### config.mk
export PLATFORM = sky130hd
export DESIGN_NAME = ram_port_arbiter_flat
export DESIGN_NICKNAME = d
export VERILOG_FILES = /design/src/rtl/ram_port_arbiter_if.sv /design/src/rtl/ram_port_arbiter.sv /design/src/flat_wrapper.sv
export SDC_FILE = /design/constraint.sdc
export NUM_CORES = 1
export LEC_CHECK = 0
export BUFFER_PORTS_ARGS = -buffer_cell sky130_fd_sc_hd__buf_2
export CORE_ASPECT_RATIO = 1.4
export CORE_MARGIN = 2
export CORE_UTILIZATION = 35
export CTS_CLUSTER_SIZE = 10
export DETAILED_ROUTE_END_ITERATION = 10
export PLACE_DENSITY_LB_ADDON = 0.2
export SLEW_MARGIN = 30
export SYNTH_ARGS = -nofsm -noshare
export SYNTH_HDL_FRONTEND = slang
export SYNTH_SLANG_ARGS = --single-unit
### constraint.sdc
create_clock -name clock -period 9.8 [get_ports clock]
set_input_delay 0.98 -clock clock [delete_from_list [all_inputs] [get_ports clock]]
set_output_delay 0.98 -clock clock [all_outputs]
set_load 0.005 [all_outputs]
### src/rtl/ram_port_arbiter_if.sv
`default_nettype none
// ============================================================================
// Module      : ram_port_arbiter_if
// Description : Master-side request/grant/completion signals for two masters
//               plus the shared RAM data port, grouped for the arbiter.
// Revision    : 1.0 - initial release
// ============================================================================
interface ram_port_arbiter_if #(
   parameter int DATA_WIDTH = 32,
   parameter int ADDR_WIDTH = 16
);
   logic                  m0_req;
   logic                  m0_wEn;
   logic [ADDR_WIDTH-1:0] m0_address;
   logic [DATA_WIDTH-1:0] m0_write_data;
   logic                  m0_gnt;
   logic                  m0_valid;
   logic [DATA_WIDTH-1:0] m0_read_data;

   logic                  m1_req;
   logic                  m1_wEn;
   logic [ADDR_WIDTH-1:0] m1_address;
   logic [DATA_WIDTH-1:0] m1_write_data;
   logic                  m1_gnt;
   logic                  m1_valid;
   logic [DATA_WIDTH-1:0] m1_read_data;

   logic                  wEn;
   logic [ADDR_WIDTH-1:0] d_address;
   logic [DATA_WIDTH-1:0] d_write_data;
   logic [DATA_WIDTH-1:0] d_read_data;

   modport slave (
      input  m0_req, m0_wEn, m0_address, m0_write_data,
      output m0_gnt, m0_valid, m0_read_data,
      input  m1_req, m1_wEn, m1_address, m1_write_data,
      output m1_gnt, m1_valid, m1_read_data,
      output wEn, d_address, d_write_data,
      input  d_read_data
   );

   modport master (
      output m0_req, m0_wEn, m0_address, m0_write_data,
      input  m0_gnt, m0_valid, m0_read_data,
      output m1_req, m1_wEn, m1_address, m1_write_data,
      input  m1_gnt, m1_valid, m1_read_data,
      input  wEn, d_address, d_write_data,
      output d_read_data
   );
endinterface
`default_nettype wire

### src/rtl/ram_port_arbiter.sv
`default_nettype none
// ============================================================================
// Module      : ram_port_arbiter
// Description : Round-robin two-master arbiter for the single RAM data port;
//               one transaction per two cycles, registered gnt/valid/read data.
// Revision    : 1.0 - initial release
// ============================================================================
module ram_port_arbiter #(
   parameter int DATA_WIDTH = 32,
   parameter int ADDR_WIDTH = 16
) (
   input  wire logic           clock,
   input  wire logic           reset,
   ram_port_arbiter_if.slave   bus
);

   typedef enum logic [0:0] {
      IDLE   = 1'b0,
      ACCESS = 1'b1
   } state_t;

   state_t                r_state, w_state;
   logic                  r_prio, w_prio;
   logic                  r_id, w_id;
   logic                  r_wen, w_wen;
   logic [ADDR_WIDTH-1:0] r_addr, w_addr;
   logic [DATA_WIDTH-1:0] r_wdata, w_wdata;
   logic                  r_m0_gnt, w_m0_gnt, r_m1_gnt, w_m1_gnt;
   logic                  r_m0_valid, w_m0_valid, r_m1_valid, w_m1_valid;
   logic [DATA_WIDTH-1:0] r_m0_rdata, w_m0_rdata, r_m1_rdata, w_m1_rdata;
   logic                  w_sel;

   always_ff @(posedge clock or posedge reset) begin
      if (reset) begin
         r_state    <= IDLE;
         r_prio     <= 1'b0;
         r_id       <= 1'b0;
         r_wen      <= 1'b0;
         r_addr     <= '0;
         r_wdata    <= '0;
         r_m0_gnt   <= 1'b0;
         r_m1_gnt   <= 1'b0;
         r_m0_valid <= 1'b0;
         r_m1_valid <= 1'b0;
         r_m0_rdata <= '0;
         r_m1_rdata <= '0;
      end else begin
         r_state    <= w_state;
         r_prio     <= w_prio;
         r_id       <= w_id;
         r_wen      <= w_wen;
         r_addr     <= w_addr;
         r_wdata    <= w_wdata;
         r_m0_gnt   <= w_m0_gnt;
         r_m1_gnt   <= w_m1_gnt;
         r_m0_valid <= w_m0_valid;
         r_m1_valid <= w_m1_valid;
         r_m0_rdata <= w_m0_rdata;
         r_m1_rdata <= w_m1_rdata;
      end
   end

   always_comb begin
      w_state    = r_state;
      w_prio     = r_prio;
      w_id       = r_id;
      w_wen      = r_wen;
      w_addr     = r_addr;
      w_wdata    = r_wdata;
      w_m0_gnt   = 1'b0;
      w_m1_gnt   = 1'b0;
      w_m0_valid = 1'b0;
      w_m1_valid = 1'b0;
      w_m0_rdata = r_m0_rdata;
      w_m1_rdata = r_m1_rdata;
      w_sel      = 1'b0;
      case (r_state)
         IDLE: begin
            if (bus.m0_req || bus.m1_req) begin
               // On a tie the pointer picks; otherwise the lone requester wins.
               w_sel    = (bus.m0_req && bus.m1_req) ? r_prio : bus.m1_req;
               w_id     = w_sel;
               w_wen    = w_sel ? bus.m1_wEn          : bus.m0_wEn;
               w_addr   = w_sel ? bus.m1_address      : bus.m0_address;
               w_wdata  = w_sel ? bus.m1_write_data   : bus.m0_write_data;
               w_m0_gnt = ~w_sel;
               w_m1_gnt = w_sel;
               w_prio   = ~w_sel;
               w_state  = ACCESS;
            end
         end
         ACCESS: begin
            w_m0_valid = ~r_id;
            w_m1_valid = r_id;
            if (!r_wen) begin
               if (r_id) w_m1_rdata = bus.d_read_data;
               else      w_m0_rdata = bus.d_read_data;
            end
            w_state = IDLE;
         end
         default: w_state = IDLE;
      endcase
   end

   assign bus.m0_gnt       = r_m0_gnt;
   assign bus.m1_gnt       = r_m1_gnt;
   assign bus.m0_valid     = r_m0_valid;
   assign bus.m1_valid     = r_m1_valid;
   assign bus.m0_read_data = r_m0_rdata;
   assign bus.m1_read_data = r_m1_rdata;

   // RAM side is quiet outside ACCESS so a reset instantly drops any write.
   assign bus.wEn          = (r_state == ACCESS) && r_wen;
   assign bus.d_address    = (r_state == ACCESS) ? r_addr  : '0;
   assign bus.d_write_data = (r_state == ACCESS) ? r_wdata : '0;

endmodule
`default_nettype wire

### src/flat_wrapper.sv
// flat-port wrapper written by rule: the top's interface ports become plain ports
module ram_port_arbiter_flat 
#(
   parameter int DATA_WIDTH = 32,
   parameter int ADDR_WIDTH = 16
)
  (clock, reset, bus_m0_req, bus_m0_wEn, bus_m0_address, bus_m0_write_data, bus_m0_gnt, bus_m0_valid, bus_m0_read_data, bus_m1_req, bus_m1_wEn, bus_m1_address, bus_m1_write_data, bus_m1_gnt, bus_m1_valid, bus_m1_read_data, bus_wEn, bus_d_address, bus_d_write_data, bus_d_read_data);
  ram_port_arbiter_if #(.DATA_WIDTH(DATA_WIDTH), .ADDR_WIDTH(ADDR_WIDTH)) bus_i ();
  input  wire logic clock;
  input  wire logic reset;
  input wire logic [$bits(bus_i.m0_req)-1:0] bus_m0_req;
  input wire logic [$bits(bus_i.m0_wEn)-1:0] bus_m0_wEn;
  input wire logic [$bits(bus_i.m0_address)-1:0] bus_m0_address;
  input wire logic [$bits(bus_i.m0_write_data)-1:0] bus_m0_write_data;
  output wire logic [$bits(bus_i.m0_gnt)-1:0] bus_m0_gnt;
  output wire logic [$bits(bus_i.m0_valid)-1:0] bus_m0_valid;
  output wire logic [$bits(bus_i.m0_read_data)-1:0] bus_m0_read_data;
  input wire logic [$bits(bus_i.m1_req)-1:0] bus_m1_req;
  input wire logic [$bits(bus_i.m1_wEn)-1:0] bus_m1_wEn;
  input wire logic [$bits(bus_i.m1_address)-1:0] bus_m1_address;
  input wire logic [$bits(bus_i.m1_write_data)-1:0] bus_m1_write_data;
  output wire logic [$bits(bus_i.m1_gnt)-1:0] bus_m1_gnt;
  output wire logic [$bits(bus_i.m1_valid)-1:0] bus_m1_valid;
  output wire logic [$bits(bus_i.m1_read_data)-1:0] bus_m1_read_data;
  output wire logic [$bits(bus_i.wEn)-1:0] bus_wEn;
  output wire logic [$bits(bus_i.d_address)-1:0] bus_d_address;
  output wire logic [$bits(bus_i.d_write_data)-1:0] bus_d_write_data;
  input wire logic [$bits(bus_i.d_read_data)-1:0] bus_d_read_data;
  assign bus_i.m0_req = bus_m0_req;
  assign bus_i.m0_wEn = bus_m0_wEn;
  assign bus_i.m0_address = bus_m0_address;
  assign bus_i.m0_write_data = bus_m0_write_data;
  assign bus_m0_gnt = bus_i.m0_gnt;
  assign bus_m0_valid = bus_i.m0_valid;
  assign bus_m0_read_data = bus_i.m0_read_data;
  assign bus_i.m1_req = bus_m1_req;
  assign bus_i.m1_wEn = bus_m1_wEn;
  assign bus_i.m1_address = bus_m1_address;
  assign bus_i.m1_write_data = bus_m1_write_data;
  assign bus_m1_gnt = bus_i.m1_gnt;
  assign bus_m1_valid = bus_i.m1_valid;
  assign bus_m1_read_data = bus_i.m1_read_data;
  assign bus_wEn = bus_i.wEn;
  assign bus_d_address = bus_i.d_address;
  assign bus_d_write_data = bus_i.d_write_data;
  assign bus_i.d_read_data = bus_d_read_data;
  ram_port_arbiter #(.DATA_WIDTH(DATA_WIDTH), .ADDR_WIDTH(ADDR_WIDTH)) u_core (.clock(clock), .reset(reset), .bus(bus_i));
endmodule
# --- Word-level counts from Yosys, hierarchy flattened ---
# Cells that the tools add are included.
word_totals:
  ram_bits: 0
  reg_bits: 120
  memories: 0
  out_inout_bits: 117
  in_bits: 134
  rom_bits: 0
  latch_bits: 0
  wordCells: 36
classes:
  n_reduce_logical: 6
  shift: 0
  div: 0
  addsub: 0
  eq_ne: 0
  mul: 0
  mux: 14
  bitwise: 4
  n_lt_le_gt_ge: 0
op_table:
  columns: ["cell", "n"]
  rows:
  - ["32-bit 2-to-1 mux", 2]
  - ["16-bit 2-to-1 mux", 2]
  - ["1-bit 2-to-1 mux", 9]
  - ["3-bit AND reduction", 2]
  - ["1-bit inverter", 4]
  - ["1-bit logical AND", 2]
  - ["1-bit case mux with 2 select lines", 1]
  - ["2-bit AND reduction", 1]
  - ["1-bit logical OR", 1]

# --- Logic depth before layout (Yosys ltp) ---
logic_depth:
  ltp_word: 5
  depth_mapped: 6
  ltp_nobuf: 4

# --- Worst setup path after synthesis ---
# OpenSTA, ideal clock, no wires.
synth_timing:
  path_kind: "input-to-reg"
  start: "in bus_m1_req"
  end: "reg u_core.r_wdata[12]"
  t_arrival_ns: 1.876
  path_stages: 6
  path_slack_ns: 7.846
  n_path_buf: 3
  setup_ns: 0.077
  required_time_ns: 9.723
  path_cell_list: "buf_2 -> inv_2 -> clkbuf_1 -> clkbuf_1 -> o21ai_0 -> a21oi_1"
synth_via:
  elab_chain_len: 3
  elab_cells_between_ends: 5
  cone_classes: "mux (2); reduce/logical (3)"
synth_lines:
  columns: ["item", "line_no", "source"]
  rows:
  - ["start: declaration", "flat_wrapper.sv:18", "input wire logic [$bits(bus_i.m1_req)-1:0] bus_m1_req;"]
  - ["1-bit logical AND", "ram_port_arbiter.sv:81", "w_sel = (bus.m0_req && bus.m1_req) ? r_prio : bus.m1_req;"]
  - ["1-bit 2-to-1 mux", "ram_port_arbiter.sv:81", null]
  - ["32-bit 2-to-1 mux", "ram_port_arbiter.sv:85", "w_wdata = w_sel ? bus.m1_write_data : bus.m0_write_data;"]
  - ["end signal: assignment", "ram_port_arbiter.sv:53", "r_wdata <= w_wdata;"]
  - ["end: declaration", "ram_port_arbiter.sv:27", "logic [DATA_WIDTH-1:0] r_wdata, w_wdata;"]
# Several ways; a longest one is shown, not always the timed one.
# A chain may end at the register's enable or synchronous reset.

# --- Worst setup path in the final report ---
layout_timing:
  start: "reg u_core.r_state"
  end: "out bus_d_write_data[10]"
layout_via:
  elab_chain_len: 1
layout_lines:
  columns: ["item", "line_no", "source"]
  rows:
  - ["start: declaration", "ram_port_arbiter.sv:22", "state_t r_state, w_state;"]
  - ["start signal: assignment", "ram_port_arbiter.sv:48", "r_state <= w_state;"]
  - ["32-bit 2-to-1 mux", "ram_port_arbiter.sv:115", "assign bus.d_write_data = (r_state == ACCESS) ? r_wdata : '0;"]
  - ["end: declaration", "flat_wrapper.sv:27", "output wire logic [$bits(bus_i.d_write_data)-1:0] bus_d_write_data;"]
# Every way passes these cells.

==> run metrics <==
DR DRC count 0; Top Ports 251; Remaining Overflow, GRT 0; Slew @ Worst Pin 0.903 ns; kind of critical path reg2out; count of input and output buffers 250; final hold slack 0.496 ns; critical path arrival 1.71 ns; Synth Register Bits 120; floorplan row count between 50 and 60; nets 857; gr usage total 18.4%; top-area cell type share of the netlist area 56.2%; Slew Limit Fails 0; final wirelength 15100 µm; Avg Vias per Cell 5.03; Area Growth Syn to Fin 36.5%; dpl cell area approximately 6700 µm²; max-cap check violation count 0; final cell count without fillers 930; post-placement cell count 896; Post-Syn Area 5350 µm²; syn nets 625; cts hold-fix bufs 0; total negative setup slack 0 ns; worst clock skew 0.00807 ns; die height 150 µm; Post-DP HPWL 10500 µm; final setup margin between 7 and 8 ns; Syn. warnings 0; number of setup buffers added after CTS 0; initial antenna violation count 2; Setup crit end bus_d_write_data[10]; full die area 16300 µm²; final setup fails 0; FF-to-FF Start u_core.r_state; top cells by area, synth dfrtp_1 (56%), mux2_2 (13%), a31oi_1 (5.8%), and2_1 (5.7%), a21oi_1 (4.8%); Starting DRT DRC Count 249; worst r2r path cells 5; CTS sink count 120; H-tree depth 4; CTS Buffer Depth 2; dpl ws ~6.9 ns; maximum VDD drop 0.122 mV; clock period minus final worst setup slack between 2 and 3 ns; Slew headroom 39.7%; unrepaired setup endpoints after global routing no; CTS tree built; Post-DRT Antenna Nets 0; Fillers 1445; DR pass1 iterations 4; clock root buffer master clkbuf_16; crit path launch type register; Syn Inst Count just under 500; Critical Path Start u_core.r_state; status complete, no violations; Final GP Congestion 0.792; r2r setup slk ~7.6 ns; Power Total 1.93 mW; sequential area share after synthesis 56.2%; leakage power total 3.48 nW; Initial Util 35.7%; clk slew on worst S/H paths 0.06 ns; final core occ 48.7%; vias in the first global route just under 5000; post-CTS sizing 0; Max Fanout on Critical Path 42; FMAX ~370 MHz; share of cells above drive strength 1 48.8%; Die W about 110 µm; power per cell area 264 nW/µm²; CP Capture Type primary output; Core ar. about 15000 µm²; number of distinct library cells after synthesis 24; vias 4676; worst min-delay path class reg2reg; Design Area, Final 7300 µm²; clk_lat worst skew 0.40 ns; area leader, netlist dfrtp_1; first-pass GRT wire length 23300 µm; largest net degree at the start of global routing between 80 and 90; worst path required time roughly 8.8 ns; reg2reg end u_core.r_wdata[5]; Avg Cell Area, Syn roughly 11 µm²; Tcrit/Tclk final 27.5%; final hold violation count 0; CTS Buf Count 17; wire length per cell 16.2 µm
cell usage after synthesis:
cell      instances
o21ai_0          49
clkbuf_1         32
a21oi_1          51
nand2b_1          1
clkbuf_2          1
nor3_4            1
and2_4            1
mux2_1            2
buf_1             1
mux2_2           61
buf_6             7
mux2_4            1
nand2_1           2
dfrtp_1         120
o21bai_2          1
and2b_1           1
nor2_1           51
inv_1             1
a31oi_1          50
nand2b_2          1
buf_2             3
and2_1           49
inv_2             3
o21ai_1           1
state kept, by name, indices dropped and copies added (netlist names), 16 cells and up:
register	count
u_core.bus.m0_read_data	32
u_core.bus.m1_read_data	32
u_core.r_wdata	32
u_core.r_addr	16
final cells by class:
cell class | instances | area, µm² | area share [%]
well taps | 192 | 240 | 3.29
multi-input cells | 323 | 2120 | 29.1
clock buffers | 18 | 429 | 5.88
diodes | 2 | 5.00 | 0.0686
flip-flops and latches | 120 | 3000 | 41.1
repair buffers | 257 | 1320 | 18.1
clock inverters | 14 | 160 | 2.19
inverters | 4 | 17.5 | 0.240
layout by cell type, fill, tap and decap left out:
master	netlist	layout
bufinv_16	0	2
inv_6	0	7
and2b_1	1	1
diode_2	0	2
a31oi_1	50	50
nand2b_4	0	1
dfrtp_1	120	120
clkbuf_1	32	1
o21ai_1	1	1
buf_6	7	1
buf_2	3	250
a21oi_1	51	51
inv_4	0	1
nand2_1	2	2
and2_4	1	1
mux2_2	61	61
and2_1	49	49
clkinvlp_4	0	4
o21ai_0	49	49
nand2b_2	1	1
nor2_1	51	51
inv_2	3	3
nor3_4	1	1
clkinv_4	0	1
clkbuf_16	0	17
mux2_4	1	1
o21bai_4	0	1
mux2_1	2	2
buf_8	0	2
buf_4	0	4
worst max-delay path, stage by stage (launching register included):
cell and delay [ns]:
dfrtp_1 0.56, buf_4 0.41, and2_1 0.21, buf_2 0.12
cells by family (layout without fill, tap and decap cells):
family	count (synthesis)	in the layout	synth area share (%)
muxes	64	64	13.5
AOI/OAI and AO/OA	152	152	15.5
other	0	2	0
buffers and inverters	48	293	4.45
and+or+nand+nor	107	107	10.3
DFF	120	120	56.2
how the worst min path moves through the flow:
stage	end	cells after the start	start
finish	u_core.bus.m0_read_data[24]	1	u_core.bus.m0_read_data[24]
global route	u_core.bus.m0_read_data[22]	1	u_core.bus.m0_read_data[22]
CTS	u_core.r_prio	1	u_core.r_prio
detailed placement	u_core.bus.m0_read_data[24]	1	u_core.bus.m0_read_data[24]
global placement	u_core.bus.m0_read_data[25]	1	u_core.bus.m0_read_data[25]
floorplan	u_core.r_prio	1	u_core.r_prio
metal layers:
metal / global-route usage (%) / routed length [µm] / share of wire [%] / vias to the layer above
li1: - / - / - / 2198
met1: 20.6 / 5800 / 38 / 2286
met5: 0 / 0 / 0 / -
met4: 8.33 / 313 / 2.1 / 0
met3: 4.85 / 1020 / 6.8 / 20
met2: 32.2 / 7950 / 53 / 172
power by group:
group | internal [mW] | switching, mW | leakage, nW | total, mW
sequential | 0.681 | 0.0899 | 1.39 | 0.770
clock | 0.380 | 0.236 | 0.275 | 0.616
combinational | 0.297 | 0.247 | 1.81 | 0.544
Power figures use the tool's default switching activity.
